File: src/rtl/flt2fix_unit.sv
// Half-precision float to 16-bit sign-magnitude 7.8 fixed-point converter.
// Serial shifter moves the significand one bit per cycle into place.
module flt2fix_unit (
   input  logic        clk,
   input  logic        reset,
   input  logic        start,
   input  logic [15:0] flt_in,
   output logic        done,
   output logic        busy,
   output logic [15:0] fix_out
);

   typedef enum logic [1:0] {
      S_IDLE,
      S_LOAD,
      S_SHIFT,
      S_DONE
   } state_t;

   state_t      state_q, state_d;
   logic [15:0] op_q, op_d;
   logic [14:0] sh_q, sh_d;
   logic [3:0]  cnt_q, cnt_d;
   logic        dir_q, dir_d;
   logic [15:0] fix_q, fix_d;

   logic [4:0]  exp_w;
   logic [3:0]  p_w;
   logic        dir_init;
   logic [3:0]  cnt_init;
   logic [14:0] sh_init;
   logic [14:0] sh_next;

   // p is only used for 7<=e<=21, so a 4-bit wrap is harmless
   assign exp_w    = op_q[14:10];
   assign p_w      = exp_w[3:0] - 4'd7;
   assign dir_init = (p_w > 4'd10);
   assign cnt_init = dir_init ? (p_w - 4'd10) : (4'd10 - p_w);
   assign sh_init  = {4'b0000, 1'b1, op_q[9:0]};
   assign sh_next  = dir_q ? {sh_q[13:0], 1'b0}
                           : {1'b0, sh_q[14:1]};

   always_comb begin
      state_d = state_q;
      op_d    = op_q;
      sh_d    = sh_q;
      cnt_d   = cnt_q;
      dir_d   = dir_q;
      fix_d   = fix_q;
      unique case (state_q)
         S_IDLE: begin
            if (start) begin
               op_d    = flt_in;
               state_d = S_LOAD;
            end
         end
         S_LOAD: begin
            // e>21 also covers inf/NaN (e=31)
            if (exp_w > 5'd21) begin
               fix_d   = {op_q[15], 15'h7FFF};
               state_d = S_DONE;
            end else if (exp_w < 5'd7) begin
               fix_d   = {op_q[15], 15'h0000};
               state_d = S_DONE;
            end else begin
               sh_d  = sh_init;
               dir_d = dir_init;
               cnt_d = cnt_init;
               if (cnt_init == 4'd0) begin
                  fix_d   = {op_q[15], sh_init};
                  state_d = S_DONE;
               end else begin
                  state_d = S_SHIFT;
               end
            end
         end
         S_SHIFT: begin
            sh_d  = sh_next;
            cnt_d = cnt_q - 4'd1;
            if (cnt_q == 4'd1) begin
               fix_d   = {op_q[15], sh_next};
               state_d = S_DONE;
            end
         end
         S_DONE: begin
            if (start) begin
               op_d    = flt_in;
               state_d = S_LOAD;
            end
         end
         default: state_d = S_IDLE;
      endcase
   end

   always_ff @(posedge clk) begin
      if (reset) begin
         state_q <= S_IDLE;
         op_q    <= 16'h0000;
         sh_q    <= 15'h0000;
         cnt_q   <= 4'd0;
         dir_q   <= 1'b0;
         fix_q   <= 16'h0000;
      end else begin
         state_q <= state_d;
         op_q    <= op_d;
         sh_q    <= sh_d;
         cnt_q   <= cnt_d;
         dir_q   <= dir_d;
         fix_q   <= fix_d;
      end
   end

   assign busy    = (state_q == S_LOAD) || (state_q == S_SHIFT);
   assign done    = (state_q == S_DONE);
   assign fix_out = fix_q;

endmodule
File: config.mk
export PLATFORM = sky130hd
export DESIGN_NAME = flt2fix_unit
export DESIGN_NICKNAME = d
export VERILOG_FILES = /design/src/rtl/flt2fix_unit.sv
export SDC_FILE = /design/constraint.sdc
export NUM_CORES = 1
export LEC_CHECK = 0
export CAP_MARGIN = 20
export CORE_ASPECT_RATIO = 1.75
export CORE_MARGIN = 3
export CORE_UTILIZATION = 55
export DETAILED_ROUTE_END_ITERATION = 16
export PLACE_DENSITY = 0.8
export SETUP_SLACK_MARGIN = 0.05
export SLEW_MARGIN = 20
export SYNTH_ARGS = -nofsm -noshare
export SYNTH_HDL_FRONTEND = slang
export SYNTH_SLANG_ARGS = --single-unit
File: constraint.sdc
create_clock -name clk -period 3.45 [get_ports clk]
set_input_delay 1.035 -clock clk [delete_from_list [all_inputs] [get_ports clk]]
set_output_delay 1.035 -clock clk [all_outputs]
set_load 0.01 [all_outputs]
==> metrics.md <==
| Metric | Value |
|---|---|
| Outcome | `complete, no violations` |
| Synth top area share | `0.366` |
| Slew headroom | `0.329` |
| Met1 Use GR | `0.266` |
| Gr usage total | `0.214` |
| Crit path DAT | `around 3.1 ns` |
| Startpoint Class | `flop` |
| Worst vdd ir | `about 0.00048 V` |
| Cell area after synthesis | `0.00295 sq mm` |
| Worst Path Buf+Inv | `3` |
| Vias in the first global route | `~2400` |
| # diodes | `0` |
| Routed wire length | `a little over 6000 um` |
| CTS resizes | `0` |
| CP Data Required Time | `3.69 ns` |
| Initial Util | `0.583` |
| Root Driver | `clkbuf_8` |
| Multi-input gate area | `approximately 0.0017 sq mm` |
| Initial antenna violation count | `0` |
| Synthesized Nets | `between 300 and 400` |
| DR iter-0 viols | `88` |
| CP max stage delay | `approximately 0.57 ns` |
| Layer with the highest usage | `met2` |
| Vias | `approximately 2600` |
| Routability cong. | `0.839` |
| Quantity of hold-fixing buffers added after cts | `0` |
| Place WS | `around 0.6 ns` |
| Largest net degree at the start of global routing | `64` |
| Drt first pass iters | `4` |
| DIE WIDTH | `61.4 um` |
| Sequential cell area | `around 0.0011 sq mm` |
| Ys flop type | `dfxtp_1` |
| CP top delay family | `compound AO/OA/AOI/OAI gates` |
| TritonCTS clock tree | `done` |
| Max clock buf depth | `2` |
| Final setup TNS | `0 ns` |
| Worst hold margin | `approximately 0.48 ns` |
| Worst Tran Pin Value | `1.01 ns` |
| Nets | `412` |
| WL per Instance | `~14 um` |
| Async SR Flop Fraction | `0` |
| Post-route clock period utilization | `0.828` |
| Minimum clock period | `2.86 ns` |
| DRC viols | `0` |
| Crit Path Category | `flop to flop` |
| # setup viols final | `0` |
| Cell taking the most area after synthesis | `dfxtp_1` |
| CP Cell Sequence | `inv_1 -> ha_1 -> inv_1 -> ha_1 -> a21oi_1 -> nor4bb_1 -> o2111a_1 -> a221oi_4 -> buf_4 -> mux2i_1` |
| CTS clock-pin slew for the worst setup and hold paths | `0.10 ns` |
| Met3 usage | `0.0363` |
| Drt via density | `a little under 6` |
| Setup crit end kind | `flop` |
| #FFs+latches synth | `54` |
| Hold WC Path Type | `flop to flop` |
| ANT nets after route | `0` |
| # fillers | `450` |
| Total grt overflow | `0` |
| Synthesized instance count | `358` |
| Row cnt | `34` |
| Pins Over Slew Limit | `0` |
| First-pass GRT wire length | `10600 um` |
| DPL Wire Length | `between 4000 and 5000 um` |
| I/O Pins | `37` |
| I/O Buffers | `36` |
| H-tree levels | `2` |
| Clk Latency, worst-skew pair | `between 0.3 and 0.4 ns` |
| Share of layout cells above drive strength 1 | `0.0783` |
| Inserted Clock Buffers | `5` |
| M2 GR Usage | `0.365` |
| Synth warn | `0` |
| CTS sink cnt | `54` |
| Number of flops mapped to enable cells by yosys | `0` |
| Commonest non-fill, non-tap cell in the layout | `nand2_1` |
| Postcts setup bufs | `0` |
| Critical-path maximum fanout | `13` |
| Sequential cell area fraction in the yosys report | `0.366` |
| Core area | `0.00506 sq mm` |
| Fmax | `around 0.35 GHz` |
| Max Cap Violations | `0` |
| Commonest non-fill, non-tap cells in the layout | `nand2_1, dfxtp_1, a21oi_1` |
| Fin Clk Skew | `approximately 0.0070 ns` |
| Top cells by area, synth | `dfxtp_1, nand2_1, mux2i_1, a21oi_1, ha_1` |
| Power density over the cells | `753 mW/mm^2` |
| Area grow syn2layout | `16.4%` |
| Unrepaired setup endpoints after global routing | `false` |
| Lkg Pwr | `approximately 1.2 nW` |
| Die ar. | `roughly 0.0063 sq mm` |
| Syn_area_per_cell | `8.25 sq um` |
| Synth unique cells | `48` |
| Max stage delay cell, worst path | `dfxtp_1` |
| Final hold viol count | `0` |
| Final WS setup | `approximately 0.59 ns` |
| Final core occ | `0.679` |
| Die Height | `slightly above 100 um` |
metal layers:
metal	vias to the layer above	wire (um)
li1	1309	-
met3	5	260
met4	0	59
met1	1201	2660
met5	-	0
met2	78	3240
cell families after synthesis:
kind of cell	count (synthesis)	synth area share
AOI/OAI and AO/OA	91	0.208
muxes	31	0.108
adders and majority gates	11	0.0466
xor gates and xnor gates	3	0.00890
buffers and inverters	35	0.0487
and+or+nand+nor	133	0.214
DFF	54	0.366
synth_stat cells (5+ instances only):
master	instances
nand2_1	74
clkbuf_1	19
mux2_2	7
nor2b_1	5
nand2b_1	16
a221o_1	9
nand3_1	8
nor2_1	12
inv_1	10
dfxtp_1	54
o211ai_1	10
o21ai_0	6
mux2i_1	24
ha_1	11
a21oi_1	42
registers in the layout, indices dropped and copies added, names as in the netlist:
signal / flops
cnt_q: 4
dir_q: 1
fix_out: 16
op_q: 16
sh_q: 15
state_q: 2
power by group:
| part | internal [mW] | total [mW] | switching (mW) |
|---|---|---|---|
| Sequential | 0.767 | 0.894 | 0.127 |
| Combinational | 0.544 | 1.24 | 0.697 |
| Clock | 0.239 | 0.451 | 0.212 |
final cells by class:
class | count | area share
multi-input cells | 269 | 0.503
flip-flops and latches | 54 | 0.315
repair buffers | 42 | 0.117
clock buffers | 6 | 0.0240
well taps | 54 | 0.0197
clock inverters | 2 | 0.0113
inverters | 10 | 0.0109
worst reg2reg max path, cell delays in order, from the launching register on:
cell	delay [ns]
dfxtp_1	0.57
inv_1	0.12
ha_1	0.37
inv_1	0.06
ha_1	0.20
a21oi_1	0.28
nor4bb_1	0.10
o2111a_1	0.27
a221oi_4	0.31
buf_4	0.30
mux2i_1	0.21
per-stage QoR:
stage	cells	cell area (sq um)	total power [mW]
after floorplan	358	2950	1.82
after global placement	429	3310	2.11
after detailed placement	429	3310	2.14
after CTS	437	3440	2.59
after global routing	437	3440	2.78
final	437	3440	2.59
final timing paths:
kind	end	from	depth (start not counted)	slack (ns)
worst max-delay path	fix_out[5]	op_q[10]	10	0.59
worst min-delay path	fix_out[3]	fix_out[3]	2	0.48
worst max register to register	fix_out[5]	op_q[10]	10	0.59
worst min register to register	fix_out[3]	fix_out[3]	2	0.48
Power figures use the tool's default switching activity.
